**config.mk**
```make
export PLATFORM = sky130hd
export DESIGN_NAME = nx1_zbus_master_flat
export DESIGN_NICKNAME = d
export VERILOG_FILES = /design/src/rtl/nx1_zbus_master_if.sv /design/src/rtl/nx1_zbus_master.sv /design/src/flat_wrapper.sv
export SDC_FILE = /design/constraint.sdc
export NUM_CORES = 1
export LEC_CHECK = 0
export ABC_AREA = 1
export CORE_MARGIN = 4
export CORE_UTILIZATION = 48
export CTS_CLUSTER_DIAMETER = 200
export CTS_CLUSTER_SIZE = 24
export DETAILED_ROUTE_END_ITERATION = 8
export GPL_ROUTABILITY_DRIVEN = 0
export MAX_ROUTING_LAYER = met4
export PLACE_DENSITY = 0.84
export SLEW_MARGIN = 25
export SYNTH_ARGS = -nofsm -noshare
export SYNTH_HDL_FRONTEND = slang
export SYNTH_SLANG_ARGS = --single-unit
```
**constraint.sdc**
```tcl
create_clock -name I_CLK -period 2.85 [get_ports I_CLK]
set_input_delay 0.57 -clock I_CLK [delete_from_list [all_inputs] [get_ports I_CLK]]
set_output_delay 0.57 -clock I_CLK [all_outputs]
set_load 0.05 [all_outputs]
```
**src/rtl/nx1_zbus_master_if.sv**
```systemverilog
// Host-side request/ack and X1 system-bus signals of the Z80-style bus cycle initiator.
// The master modport is the initiator's view; slave is the host/bus model's view.
interface nx1_zbus_master_if;
  logic        I_REQ;
  logic        I_IO;
  logic        I_WE;
  logic [15:0] I_ADDR;
  logic [7:0]  I_WDATA;
  logic        O_ACK;
  logic [7:0]  O_RDATA;
  logic        O_BUSY;
  logic        O_TIMEOUT;
  logic [15:0] O_A;
  logic [7:0]  O_D;
  logic        O_D_OE;
  logic [7:0]  I_D;
  logic        O_MREQ_n;
  logic        O_IORQ_n;
  logic        O_RD_n;
  logic        O_WR_n;
  logic        I_WAIT_n;

  modport master (
    input  I_REQ, I_IO, I_WE, I_ADDR, I_WDATA, I_D, I_WAIT_n,
    output O_ACK, O_RDATA, O_BUSY, O_TIMEOUT, O_A, O_D, O_D_OE,
           O_MREQ_n, O_IORQ_n, O_RD_n, O_WR_n
  );

  modport slave (
    output I_REQ, I_IO, I_WE, I_ADDR, I_WDATA, I_D, I_WAIT_n,
    input  O_ACK, O_RDATA, O_BUSY, O_TIMEOUT, O_A, O_D, O_D_OE,
           O_MREQ_n, O_IORQ_n, O_RD_n, O_WR_n
  );
endinterface

```
**src/rtl/nx1_zbus_master.sv**
```systemverilog
// Z80-style T1/T2/TW/T3 bus cycle initiator for the X1 system bus (memory and I/O, read and write).
// Optional macro ZBUS_WAIT_TIMEOUT_EN bounds TW at WAIT_MAX states and raises sticky O_TIMEOUT.
//
// state | meaning
// IDLE  | waiting for I_REQ; request fields latched on acceptance
// T1    | address (and write data) driven, strobes inactive
// T2    | MREQ_n/IORQ_n and RD_n/WR_n asserted
// TWA   | automatic I/O wait states (IO_AUTO_WAIT of them)
// TW    | wait states while I_WAIT_n is low
// T3    | final strobe T-state; read data captured on its last clock
// DONE  | strobes released, one-clock O_ACK
module nx1_zbus_master #(
  parameter int TSTATE_CLKS  = 1,
  parameter int IO_AUTO_WAIT = 1,
  parameter int WAIT_MAX     = 255
) (
  input  logic                I_CLK,
  input  logic                I_RESET_n,
  nx1_zbus_master_if.master   bus
);

  typedef enum logic [2:0] {
    ST_IDLE,
    ST_T1,
    ST_T2,
    ST_TWA,
    ST_TW,
    ST_T3,
    ST_DONE
  } state_t;

  localparam logic [3:0] DIV_LOAD = 4'(TSTATE_CLKS - 1);
  localparam logic [1:0] TWA_LOAD = 2'(IO_AUTO_WAIT - 1);

  state_t      state;
  logic [3:0]  div_cnt;
  logic [1:0]  twa_cnt;
  logic        cyc_io;
  logic        cyc_we;
  logic        ack_q;
  logic        busy_q;
  logic        d_oe_q;
  logic        mreq_q;
  logic        iorq_q;
  logic        rd_q;
  logic        wr_q;
  logic [7:0]  rdata_q;
  logic [7:0]  d_q;
  logic [15:0] a_q;
  logic        t_last;

  assign t_last = (div_cnt == 4'd0);

`ifdef ZBUS_WAIT_TIMEOUT_EN
  localparam logic [7:0] TW_LOAD = 8'(WAIT_MAX - 1);
  logic [7:0] tw_cnt;
  logic       tmo_q;
  assign bus.O_TIMEOUT = tmo_q;
`else
  logic unused_wait_max;
  assign unused_wait_max = ^WAIT_MAX;
  assign bus.O_TIMEOUT   = 1'b0;
`endif

  always_ff @(posedge I_CLK or negedge I_RESET_n) begin
    if (!I_RESET_n) begin
      state   <= ST_IDLE;
      div_cnt <= 4'd0;
      twa_cnt <= 2'd0;
      cyc_io  <= 1'b0;
      cyc_we  <= 1'b0;
      ack_q   <= 1'b0;
      busy_q  <= 1'b0;
      d_oe_q  <= 1'b0;
      mreq_q  <= 1'b1;
      iorq_q  <= 1'b1;
      rd_q    <= 1'b1;
      wr_q    <= 1'b1;
      rdata_q <= 8'd0;
      d_q     <= 8'd0;
      a_q     <= 16'd0;
`ifdef ZBUS_WAIT_TIMEOUT_EN
      tw_cnt  <= 8'd0;
      tmo_q   <= 1'b0;
`endif
    end else begin
      ack_q   <= 1'b0;
      // T-state divider free-runs; acceptance reloads it so T1 starts aligned
      div_cnt <= t_last ? DIV_LOAD : div_cnt - 4'd1;
      case (state)
        ST_IDLE: begin
          if (bus.I_REQ) begin
            cyc_io  <= bus.I_IO;
            cyc_we  <= bus.I_WE;
            a_q     <= bus.I_ADDR;
            if (bus.I_WE) d_q <= bus.I_WDATA;
            d_oe_q  <= bus.I_WE;
            busy_q  <= 1'b1;
            div_cnt <= DIV_LOAD;
`ifdef ZBUS_WAIT_TIMEOUT_EN
            tmo_q   <= 1'b0;
`endif
            state   <= ST_T1;
          end
        end
        ST_T1: begin
          if (t_last) begin
            mreq_q <= cyc_io;
            iorq_q <= ~cyc_io;
            rd_q   <= cyc_we;
            wr_q   <= ~cyc_we;
            state  <= ST_T2;
          end
        end
        ST_T2: begin
          if (t_last) begin
`ifdef ZBUS_WAIT_TIMEOUT_EN
            tw_cnt <= TW_LOAD;
`endif
            if (cyc_io && (IO_AUTO_WAIT != 0)) begin
              twa_cnt <= TWA_LOAD;
              state   <= ST_TWA;
            end else begin
              state <= bus.I_WAIT_n ? ST_T3 : ST_TW;
            end
          end
        end
        ST_TWA: begin
          if (t_last) begin
            if (twa_cnt == 2'd0) state <= bus.I_WAIT_n ? ST_T3 : ST_TW;
            else twa_cnt <= twa_cnt - 2'd1;
          end
        end
        ST_TW: begin
          if (t_last) begin
            if (bus.I_WAIT_n) begin
              state <= ST_T3;
            end
`ifdef ZBUS_WAIT_TIMEOUT_EN
            else if (tw_cnt == 8'd0) begin
              tmo_q <= 1'b1;
              state <= ST_T3;
            end else begin
              tw_cnt <= tw_cnt - 8'd1;
            end
`endif
          end
        end
        ST_T3: begin
          if (t_last) begin
            if (!cyc_we) rdata_q <= bus.I_D;
            mreq_q <= 1'b1;
            iorq_q <= 1'b1;
            rd_q   <= 1'b1;
            wr_q   <= 1'b1;
            d_oe_q <= 1'b0;
            ack_q  <= 1'b1;
            state  <= ST_DONE;
          end
        end
        ST_DONE: begin
          busy_q <= 1'b0;
          state  <= ST_IDLE;
        end
        default: state <= ST_IDLE;
      endcase
    end
  end

  assign bus.O_ACK    = ack_q;
  assign bus.O_RDATA  = rdata_q;
  assign bus.O_BUSY   = busy_q;
  assign bus.O_A      = a_q;
  assign bus.O_D      = d_q;
  assign bus.O_D_OE   = d_oe_q;
  assign bus.O_MREQ_n = mreq_q;
  assign bus.O_IORQ_n = iorq_q;
  assign bus.O_RD_n   = rd_q;
  assign bus.O_WR_n   = wr_q;

endmodule

```
**src/flat_wrapper.sv**
```systemverilog
// flat-port wrapper written by rule: the top's interface ports become plain ports
module nx1_zbus_master_flat 
#(
  parameter int TSTATE_CLKS  = 1,
  parameter int IO_AUTO_WAIT = 1,
  parameter int WAIT_MAX     = 255
)
  (I_CLK, I_RESET_n, bus_I_REQ, bus_I_IO, bus_I_WE, bus_I_ADDR, bus_I_WDATA, bus_I_D, bus_I_WAIT_n, bus_O_ACK, bus_O_RDATA, bus_O_BUSY, bus_O_TIMEOUT, bus_O_A, bus_O_D, bus_O_D_OE, bus_O_MREQ_n, bus_O_IORQ_n, bus_O_RD_n, bus_O_WR_n);
  nx1_zbus_master_if bus_i ();
  input  logic I_CLK;
  input  logic I_RESET_n;
  input wire logic [$bits(bus_i.I_REQ)-1:0] bus_I_REQ;
  input wire logic [$bits(bus_i.I_IO)-1:0] bus_I_IO;
  input wire logic [$bits(bus_i.I_WE)-1:0] bus_I_WE;
  input wire logic [$bits(bus_i.I_ADDR)-1:0] bus_I_ADDR;
  input wire logic [$bits(bus_i.I_WDATA)-1:0] bus_I_WDATA;
  input wire logic [$bits(bus_i.I_D)-1:0] bus_I_D;
  input wire logic [$bits(bus_i.I_WAIT_n)-1:0] bus_I_WAIT_n;
  output wire logic [$bits(bus_i.O_ACK)-1:0] bus_O_ACK;
  output wire logic [$bits(bus_i.O_RDATA)-1:0] bus_O_RDATA;
  output wire logic [$bits(bus_i.O_BUSY)-1:0] bus_O_BUSY;
  output wire logic [$bits(bus_i.O_TIMEOUT)-1:0] bus_O_TIMEOUT;
  output wire logic [$bits(bus_i.O_A)-1:0] bus_O_A;
  output wire logic [$bits(bus_i.O_D)-1:0] bus_O_D;
  output wire logic [$bits(bus_i.O_D_OE)-1:0] bus_O_D_OE;
  output wire logic [$bits(bus_i.O_MREQ_n)-1:0] bus_O_MREQ_n;
  output wire logic [$bits(bus_i.O_IORQ_n)-1:0] bus_O_IORQ_n;
  output wire logic [$bits(bus_i.O_RD_n)-1:0] bus_O_RD_n;
  output wire logic [$bits(bus_i.O_WR_n)-1:0] bus_O_WR_n;
  assign bus_i.I_REQ = bus_I_REQ;
  assign bus_i.I_IO = bus_I_IO;
  assign bus_i.I_WE = bus_I_WE;
  assign bus_i.I_ADDR = bus_I_ADDR;
  assign bus_i.I_WDATA = bus_I_WDATA;
  assign bus_i.I_D = bus_I_D;
  assign bus_i.I_WAIT_n = bus_I_WAIT_n;
  assign bus_O_ACK = bus_i.O_ACK;
  assign bus_O_RDATA = bus_i.O_RDATA;
  assign bus_O_BUSY = bus_i.O_BUSY;
  assign bus_O_TIMEOUT = bus_i.O_TIMEOUT;
  assign bus_O_A = bus_i.O_A;
  assign bus_O_D = bus_i.O_D;
  assign bus_O_D_OE = bus_i.O_D_OE;
  assign bus_O_MREQ_n = bus_i.O_MREQ_n;
  assign bus_O_IORQ_n = bus_i.O_IORQ_n;
  assign bus_O_RD_n = bus_i.O_RD_n;
  assign bus_O_WR_n = bus_i.O_WR_n;
  nx1_zbus_master #(.TSTATE_CLKS(TSTATE_CLKS), .IO_AUTO_WAIT(IO_AUTO_WAIT), .WAIT_MAX(WAIT_MAX)) u_core (.I_CLK(I_CLK), .I_RESET_n(I_RESET_n), .bus(bus_i));
endmodule
```
==> metrics, run 1 <==
status=finished clean; vias per cell=4.81; synthesized flop and latch total=50; Slowest Stage Delay on Critical Path=790 ps; slew at the pin closest to its max-slew limit=603 ps; largest net degree at the start of global routing=51; antenna violations before repair=0; maximum vdd drop=0.000677 V; power share of the clock group=9.9%; drc violations=0; Required @ worst endpoint=2280 ps; Die Width=75.6 um; power density of the placed cells=1310 mW/mm2; Final Hold Fails=0; post-CTS sizing=0; Max Root-Sink Buffers=2; Num CTS Buffers=5; DP Area=0.00294 mm2; # H-tree levels=2; Final Skew=2.61 ps; area taken by multi-input logic gates=782 um2; fin crit period=2200 ps; Setup crit start kind=register; sequential element share of the synthesized area=57.3%; Initial DRC Count=138; worst reg2reg path endpoint=u_core.bus.O_RDATA[1]; count leader, synth=nand2_1; Crit path buffers/inverters=1; Comb pwr share=58.5%; synth unique cells=26; Mean Syn Cell Area=8.87 um2; vias in the first global route=1771; crit path cell chain=clkdlybuf4s50_1; Yosys top cell by area=dfrtp_1; R2R setup slack=1160 ps; r2r startpoint=u_core.div_cnt[0]; TritonCTS clock tree=built; Mapped Area=0.00219 mm2; Core Rows=24; CP delay by family, top=buffers and inverters; setup bufs post-CTS=0; Total Power=3940 uW; Starting Density=50.0%; Tot GR Track Use=18.3%; Net Sw Frac=50.9%; HPWL Detailed=3550 um; fmax=454 MHz; WL/cell=12.6 um; core area=0.00438 mm2; Routed WL=4720 um; Internal=1940 uW; Max-cap violations=0; Pre-antenna DRT Iters=5; register area=0.00126 mm2; synth top area cells=dfrtp_1, nand2_1, nand3_1; endpoints failing setup=0; Post-synth top cells=nand2_1, dfrtp_1, nand3_1, inv_1, nand2_2; critical path peak fanout=2; global-route wire length before repair=7710 um; unrepaired setup endpoints after global routing=false; Root Buffer=clkbuf_8; Final Instance Area=0.00302 mm2; EDFF count, synth=0; clock transition at the registers of the reported paths=80 ps; layout cell share with drive strength beyond 1=10.2%; die height=75.6 um; fillcell total=344; Worst slew margin=59.8%; post-route ant nets=0; Post-CTS Hold Buffers=0; async set-reset flop share out of synthesis=100%; Area growth, synth to finish=37.8%; CP Class=reg2out; DR vias=1804; PortBufs=76; final worst-path cycle share=77.2%; gr ovfl total=0; ANT cells=0; NetSw=2010 uW; clk_lat worst skew=300 ps; Lkg Pwr=0.00148 uW; critical path arrival=1630 ps; Mapped Cells=247; Sequential Power Share=31.6%; # IOs=78; Critical Path Slowest Stage Cell=clkdlybuf4s50_1; sinks on the clock net=50; Slew Viols, Final=0; warnings from Yosys=0; Post-synth top flop=dfrtp_1; Worst R2R Path Depth=6; CP endpoint kind=output pin; die area=0.00571 mm2; Hold Crit Class=in2async; Setup TNS Final=0 ps; Synth Net Count=286; Nets=362; top cell type's share of synthesized area=52.5%
-- kinds of logic (layout without fill, tap and decap cells) --
family / after synthesis / in the layout / synth area share (%)
other cells: 1 / 1 / 0.171
buf+inv: 27 / 103 / 7.02
flops: 50 / 50 / 57.3
simple gates: 155 / 155 / 31.5
compound gates: 13 / 13 / 3.42
fa+ha+maj: 1 / 1 / 0.571
-- flip-flops by register name, indices dropped and copies added, names as in the netlist --
| name | cells |
|---|---|
| u_core.bus.O_RDATA | 8 |
| u_core.bus.O_WR_n | 1 |
| u_core.bus.O_MREQ_n | 1 |
| u_core.bus.O_IORQ_n | 1 |
| u_core.cyc_io | 1 |
| u_core.bus.O_A | 16 |
| u_core.bus.O_ACK | 1 |
| u_core.div_cnt | 4 |
| u_core.bus.O_D_OE | 1 |
| u_core.twa_cnt | 2 |
| u_core.bus.O_BUSY | 1 |
| u_core.bus.O_RD_n | 1 |
| u_core.bus.O_D | 8 |
| u_core.state | 3 |
| u_core.cyc_we | 1 |
-- worst max-delay path by stage --
stage,startpoint,to,slack [ps],depth (start not counted)
3_5_place_dp,bus_I_REQ,u_core.bus.O_D[0],770,6
2_1_floorplan,u_core.state[0],u_core.bus.O_A[10],1580,7
6_report,u_core.bus.O_MREQ_n,bus_O_MREQ_n,650,1
4_1_cts,u_core.bus.O_IORQ_n,bus_O_IORQ_n,630,1
5_1_grt,u_core.bus.O_WR_n,bus_O_WR_n,600,1
3_3_place_gp,bus_I_REQ,u_core.bus.O_D[4],840,6
-- layer usage --
| layer | global-route usage [%] | up-vias | part of all wire, % | wire, um |
|---|---|---|---|---|
| li1 | - | 915 | - | - |
| met1 | 23.1 | 836 | 43 | 2020 |
| met2 | 29.1 | 44 | 52 | 2460 |
| met3 | 3.30 | 9 | 3.7 | 173 |
| met4 | 7.57 | 0 | 1.5 | 70 |
| met5 | - | - | 0 | 0 |
-- area by class of cell --
type / count / area share (%)
inverters: 19 / 2.53
well taps: 52 / 2.15
flip-flops and latches: 50 / 41.6
clock inverters: 2 / 0.331
repair buffers: 77 / 25.3
multi-input cells: 170 / 25.9
clock buffers: 5 / 2.28
-- metrics by stage --
step / hold slack [ps] / setup WS [ps] / std cells / util (%)
floorplan: 274 / 1580 / 247 / -
global placement: 427 / 838 / 368 / 67.1
detailed placement: 442 / 771 / 368 / 67.1
CTS: 377 / 634 / 375 / 68.9
global route: 406 / 596 / 375 / 68.9
finish: 356 / 650 / 375 / 68.9
-- power groups by stage --
stage	clock [uW]	sequential [uW]	combinational (uW)
2_1_floorplan	0	2130	742
3_3_place_gp	0	1250	2280
3_5_place_dp	0	1250	2330
4_1_cts	397	1250	2330
5_1_grt	420	1290	2490
6_report	392	1250	2310
-- cells in the final DEF, fill, tap and decap left out, drive strengths merged --
cell type	count
inv	19
o21ai	7
nand2	113
a211oi	1
clkinv	2
clkbuf	5
buf	2
dfstp	4
conb	1
ha	1
or2	1
dfrtp	46
o211ai	1
a31oi	4
clkdlybuf4s50	75
nor2	14
nor3	3
nand3	24
Note: power is estimated with default switching activity, not from simulation.
==> run 2, diff against run 1 <==
- CORE_UTILIZATION: 48 -> 40
- PLACE_DENSITY: 0.84 -> 0.74
- clock period: 2.85 -> 1.9 ns (I/O delays scaled with it)
==> run 2 against run 1 <==
Critical path type unchanged. Die area grew 18%. Clock power is 58% higher. Final cell count up 6.1%.
==> metrics, run 2 (synthesized netlist as in run 1, its figures left out) <==
TritonCTS clock tree=built; Crit path buffers/inverters=1; Final Hold Fails=0; clock transition at the registers of the reported paths=80 ps; post-route ant nets=0; max reg flops=16; commonest non-fill, non-tap cell in the layout=nand2_1; sinks on the clock net=50; Area growth, synth to finish=41.4%; layout cell share with drive strength beyond 1=14.0%; DP Area=0.00299 mm2; die area=0.00673 mm2; r2r startpoint=u_core.state[0]; # IOs=78; ANT cells=0; Hold Crit Class=in2async; Pre-antenna DRT Iters=4; Worst slew margin=66.0%; critical path arrival=1480 ps; vias per cell=4.62; WL/cell=11.7 um; Setup TNS Final=0 ps; Initial DRC Count=52; Total Power=5920 uW; critical path peak fanout=2; Lkg Pwr=0.00163 uW; fillcell total=473; Die Width=82.0 um; GRT Max-Usage Layer=met2; drc violations=0; GRT met1 Usage=18.9%; Nets=366; Final Skew=5.95 ps; routing usage on met3=4.17%; Final Instance Area=0.00310 mm2; gr ovfl total=0; core area=0.00520 mm2; Post-CTS Hold Buffers=0; fin crit period=1860 ps; Routed WL=4650 um; Setup crit start kind=register; CP delay by family, top=buffers and inverters; final worst-path cycle share=97.7%; commonest non-fill, non-tap cells in the layout=nand2_1, clkdlybuf4s50_1, dfrtp_1, nand3_1, inv_1; clk_lat worst skew=300 ps; CP Class=reg2out; Starting Density=42.1%; unrepaired setup endpoints after global routing=false; slew at the pin closest to its max-slew limit=509 ps; WHS=32.8 ps; Tot GR Track Use=15.3%; HPWL Detailed=3640 um; Slowest Stage Delay on Critical Path=810 ps; crit path cell chain=clkdlybuf4s50_1; maximum vdd drop=0.00106 V; Critical Path Slowest Stage Cell=clkdlybuf4s50_1; post-placement cell count=390; Max-cap violations=0; CP endpoint kind=output pin; fmax=539 MHz; endpoints failing setup=0; Num CTS Buffers=5; GR Util met2=24.3%; Finished Layout Cells=398; Slew Viols, Final=0; DR vias=1838; Required @ worst endpoint=1520 ps; die height=82.0 um; global-route wire length before repair=7690 um; largest net degree at the start of global routing=31; power density of the placed cells=1910 mW/mm2; Root Buffer=clkbuf_8; Core Rows=26; Max Root-Sink Buffers=2; status=finished clean; Setup crit start=u_core.bus.O_RDATA[2]; # H-tree levels=2; PortBufs=76; vias in the first global route=1779; antenna violations before repair=0
-- run 2: cell count changes in the layout (fill, tap and decap cells not counted), sizes merged --
cell / previous run / this run
clkinv: 2 / 1
clkbuf: 5 / 7
dlymetal6s2s: 0 / 9
clkdlybuf4s50: 75 / 57
buf: 2 / 15
-- run 2: per-layer routing --
layer | routed length (um) | part of all wire, %
met5 | 0 | 0
met4 | 81 | 1.7
met3 | 272 | 5.9
met2 | 2270 | 49
met1 | 2020 | 43
-- run 2: cell type report --
type	instances	area [um2]	share of cell area (%)
well taps	70	87.6	2.83
flip-flops and latches	50	1260	40.5
clock inverters	1	5.00	0.161
multi-input cells	170	782	25.2
clock buffers	7	86.3	2.79
repair buffers	81	806	26.0
inverters	19	76.3	2.46
-- run 2: final timing paths --
kind                                endpoint  slack (ps)  cells after the start
max in group asynchronous  u_core.bus.O_D[5]        1350                      2
min in group I_CLK         u_core.bus.O_WR_n         430                      1
hold reg to reg            u_core.bus.O_WR_n         430                      1
setup reg to reg           u_core.bus.O_D[1]         480                      6
hold / removal               u_core.state[0]          30                      1
setup / recovery              bus_O_RDATA[2]          40                      1
-- run 2: through the flow --
stage / util [%] / setup slack, ps
2_1_floorplan: - / 634
3_3_place_gp: 57.4 / 345
3_5_place_dp: 57.4 / 319
4_1_cts: 59.1 / 24.8
5_1_grt: 59.5 / 0.959
6_report: 59.5 / 43.5
-- run 2: power by group --
group	internal (uW)	switching, uW
sequential	1570	290
clock	294	325
combinational	1080	2360
-- run 2: what timing repair did --
action,CTS,global route
setup endpoints to repair,0,9
gates resized for setup,0,9
setup buffers,0,0
hold endpoints to repair,0,0
-- run 2: worst reg2reg max path, delay by kind of cell (launching register included) --
family	cells	cell delay, ps
buf+inv	1	210
flops	1	470
simple gates	5	690
==> run 3, diff against run 2 <==
- PLACE_DENSITY: 0.74 -> 0.75
==> run 3 against run 2 <==
Clock power rose by 21%. Final area barely moved. Clock-buffer cell count fell by 2. Combinational power barely moved. Total power rose by 2.0%. Utilization barely moved.
==> metrics, run 3 (synthesized netlist as in run 1, its figures left out) <==
# H-tree levels=2; Area growth, synth to finish=41.4%; Num CTS Buffers=5; Place WS=290 ps; max reg flops=16; Tot GR Track Use=15.9%; Hold Crit Class=in2async; Initial DRC Count=113; # IOs=78; fin crit period=1860 ps; post-route ant nets=0; Worst slew margin=65.5%; commonest non-fill, non-tap cell in the layout=nand2_1; clk_lat worst skew=300 ps; WP depth=1; sinks on the clock net=50; vias per cell=4.59; critical path arrival=1480 ps; Slew Viols, Final=0; HPWL Detailed=3580 um; gr ovfl total=0; area taken by multi-input logic gates=782 um2; Final Hold Fails=0; Slowest Stage Delay on Critical Path=810 ps; CP delay by family, top=buffers and inverters; Root Buffer=clkbuf_8; setup bufs post-CTS=0; largest net degree at the start of global routing=51; core area=0.00520 mm2; commonest non-fill, non-tap cells in the layout=nand2_1, clkdlybuf4s50_1, dfrtp_1, nand3_1, buf_4; CP Class=reg2out; power density of the placed cells=1950 mW/mm2; Die Width=82.0 um; Critical Path Slowest Stage Cell=clkdlybuf4s50_1; die height=82.0 um; clock transition at the registers of the reported paths=90 ps; maximum vdd drop=0.00109 V; DR vias=1826; fmax=538 MHz; Final WS setup=42.7 ps; Nets=366; Routed WL=4780 um; register area=0.00126 mm2; post-CTS sizing=0; antenna violations before repair=0; vias in the first global route=1817; drc violations=0; die area=0.00673 mm2; layout cell share with drive strength beyond 1=16.5%; status=finished clean; critical path peak fanout=2; fillcell total=452; Pre-antenna DRT Iters=4; final worst-path cycle share=97.8%; PortBufs=76; global-route wire length before repair=8060 um; Lkg Pwr=0.00163 uW; Max Root-Sink Buffers=2; Crit path buffers/inverters=1; Final Skew=7.42 ps; Core Rows=26; unrepaired setup endpoints after global routing=false; TritonCTS clock tree=built; CP endpoint kind=output pin; crit path cell chain=clkdlybuf4s50_1; Final Instance Area=0.00310 mm2; ANT cells=0; endpoints failing setup=0; Setup crit start kind=register; Setup TNS Final=0 ps; WL/cell=12.0 um; Starting Density=42.1%; DP Area=0.00297 mm2; slew at the pin closest to its max-slew limit=517 ps; Max-cap violations=0; Required @ worst endpoint=1520 ps; Worst R2R Path Depth=6; Post-CTS Hold Buffers=0
==> run 3: cell types whose count changed in the layout (fill, tap and decap cells not counted), sizes merged <==
cell,before,now
buf,15,22
bufinv,0,1
inv,19,20
dlymetal6s2s,9,8
clkbuf,7,5
clkdlybuf4s50,57,51
==> run 3: power by group <==
group	total (uW)	internal, uW	switching [uW]
Sequential	1860	1570	298
Combinational	3420	1050	2370
Clock	748	395	354
Total	6040	3010	3020
==> run 3: layout make-up <==
type / instances / share of cell area [%]
well taps: 70 / 2.82
clock buffers: 5 / 2.22
clock inverters: 3 / 1.41
repair buffers: 81 / 25.3
flip-flops and latches: 50 / 40.5
multi-input cells: 170 / 25.2
inverters: 19 / 2.46
==> run 3: path summary, 6_finish.rpt <==
path,from,to,slack (ps)
max reg2reg,u_core.div_cnt[0],u_core.bus.O_RDATA[3],460
min in group I_CLK,u_core.cyc_we,u_core.bus.O_WR_n,450
max,u_core.bus.O_A[15],bus_O_A[15],40
min reg2reg,u_core.cyc_we,u_core.bus.O_WR_n,450
max in group asynchronous,I_RESET_n,u_core.bus.O_IORQ_n,1580
min,I_RESET_n,u_core.bus.O_RDATA[7],50
==> run 3: layer usage <==
metal	wire [um]	track usage, %	up-vias
li1	-	-	926
met1	2010	19.3	849
met2	2500	27.0	47
met3	232	2.96	4
met4	30	4.49	0
met5	0	-	-
==> run 3: worst register-to-register path, delay by kind of cell (launching register included) <==
family,cells,cell delay (ps)
flops,1,410
simple gates,5,780
buf+inv,1,210
==> run 3: through the flow <==
step	power, uW	std cells	utilization [%]	hold WS (ps)
after floorplan	4310	247	-	84.4
after CTS	6120	398	59.2	61.5
final	6040	398	59.6	50.8
after global routing	6450	398	59.6	67.0
after detailed placement	5350	390	57.0	392
after global placement	5300	390	57.0	386
==> RTL edit (config.mk and constraints of run 3) <==
`IO_AUTO_WAIT` is set to 1 in 2 places; all go to 0.
--- a/src/rtl/nx1_zbus_master.sv
+++ b/src/rtl/nx1_zbus_master.sv
@@ -11,7 +11,7 @@
 // DONE  | strobes released, one-clock O_ACK
 module nx1_zbus_master #(
   parameter int TSTATE_CLKS  = 1,
-  parameter int IO_AUTO_WAIT = 1,
+  parameter int IO_AUTO_WAIT = 0,
   parameter int WAIT_MAX     = 255
 ) (
   input  logic                I_CLK,
--- a/src/flat_wrapper.sv
+++ b/src/flat_wrapper.sv
@@ -2,7 +2,7 @@
 module nx1_zbus_master_flat 
 #(
   parameter int TSTATE_CLKS  = 1,
-  parameter int IO_AUTO_WAIT = 1,
+  parameter int IO_AUTO_WAIT = 0,
   parameter int WAIT_MAX     = 255
 )
   (I_CLK, I_RESET_n, bus_I_REQ, bus_I_IO, bus_I_WE, bus_I_ADDR, bus_I_WDATA, bus_I_D, bus_I_WAIT_n, bus_O_ACK, bus_O_RDATA, bus_O_BUSY, bus_O_TIMEOUT, bus_O_A, bus_O_D, bus_O_D_OE, bus_O_MREQ_n, bus_O_IORQ_n, bus_O_RD_n, bus_O_WR_n);
Function: changed (a bounded check fails within 10 cycles, from zero or initial values and one cycle with I_RESET_n low).
==> RTL edit against run 3 <==
- critical path depth unchanged
- worst setup slack better by 0.011 ns
- core utilization up 0.29 points
- count of clock-buffer cells in the layout up 2
- clock skew down 0.0017 ns
- area after synthesis down 0.74%
- sequential cell count unchanged
- combinational power down 1%
- critical endpoint is now bus_O_A[1]
- clock power about the same
- power down 1.1%
- final area up 0.48%
- critical path type unchanged
- wire length down 0.98%
- non-clock buffer count up 2
==> RTL edit: results (changes against run 3) <==
* Worst Setup SP: u_core.bus.O_A[1]$_DFFE_PN0P_ (was u_core.bus.O_A[15]$_DFFE_PN0P_)
* Largest net degree at the start of global routing at 31 (was 51)
* Fin Hold WS at 0.0355 ns (was 0.0508 ns)
* Power Clock at 749 uW (was 748 uW)
* Final #Nets at 368 (was 366)
* Sequential-to-total area share from yosys stat at 57.7% (was 57.3%)
* Overall Global Routing Usage at 14.8% (was 15.9%)
* HPWL Detailed at 3670 um (was 3580 um)
* First-pass GRT wire length at 7470 um (was 8060 um)
* DR vias at 1836 (was 1826)
* GR Layer Usage met1 at 17.2% (was 19.3%)
* DP Worst Slack at 0.126 ns (was 0.290 ns)
* Synth top area share at 52.9% (was 52.5%)
* Area after DPL at 0.00299 mm^2 (was 0.00297 mm^2)
* R2r endpoint: u_core.bus.O_D[7]$_DFFE_PN0P_ (was u_core.bus.O_RDATA[3]$_DFFE_PN0P_)
* Routed Wire Length at 4730 um (was 4780 um)
* Met2 Wirelength at 2420 um (was 2500 um)
* Syn Nets at 287 (was 286)
* Syn avg cell area at 8.84 um^2 (was 8.87 um^2)
* Reg2Reg Setup Slack at 0.21 ns (was 0.46 ns)
* Clock skew at 0.00570 ns (was 0.00742 ns)
* VDD IR-drop max at 0.000844 V (was 0.00109 V)
* Worst setup path endpoint: bus_O_A[1] (was bus_O_A[15])
* Largest cells by area after synthesis: dfrtp_1 (53%), nand2_1 (17%), dfstp_2 (4.8%), inv_1 (4.1%), nand3_1 (3.0%) (was dfrtp_1 (53%), nand2_1 (18%), nand3_1 (5.5%), dfstp_2 (4.8%), nand2_2 (2.9%))
* Sequential Power Share at 31.0% (was 30.9%)
* Drt first-iter violations at 93 (was 113)
* Fill cells at 451 (was 452)
* M1 WL at 1990 um (was 2010 um)
* Status: completed (unchanged)
RTL edit: area by class of cell:
class,instances,area [um^2],area share [%]
Sequential cell,50,1260,40.3
Timing Repair Buffer,83,808,25.9
Multi-Input combinational cell,161,749,24.1
Inverter,26,97.6,3.13
Tap cell,70,87.6,2.81
Clock buffer,7,86.3,2.77
Clock inverter,1,30.0,0.964
RTL edit: cells by family after synthesis:
group,synth area share (%)
compound gates,5.52
simple gates,26.6
flops,57.7
buf+inv,7.82
fa+ha+maj,1.73
other cells,0.172
xor+xnor,0.403
RTL edit: repair_timing:
action | CTS | global route
hold buffers | 0 | 0
gates resized for setup | 0 | 4
endpoints found under the setup margin | 0 | 4
RTL edit: metrics by stage:
stage	power (uW)	utilization (%)
after floorplan	4180	-
after global placement	5210	57.4
after detailed placement	5270	57.4
after CTS	6040	59.7
after global routing	6350	59.9
final	5970	59.9
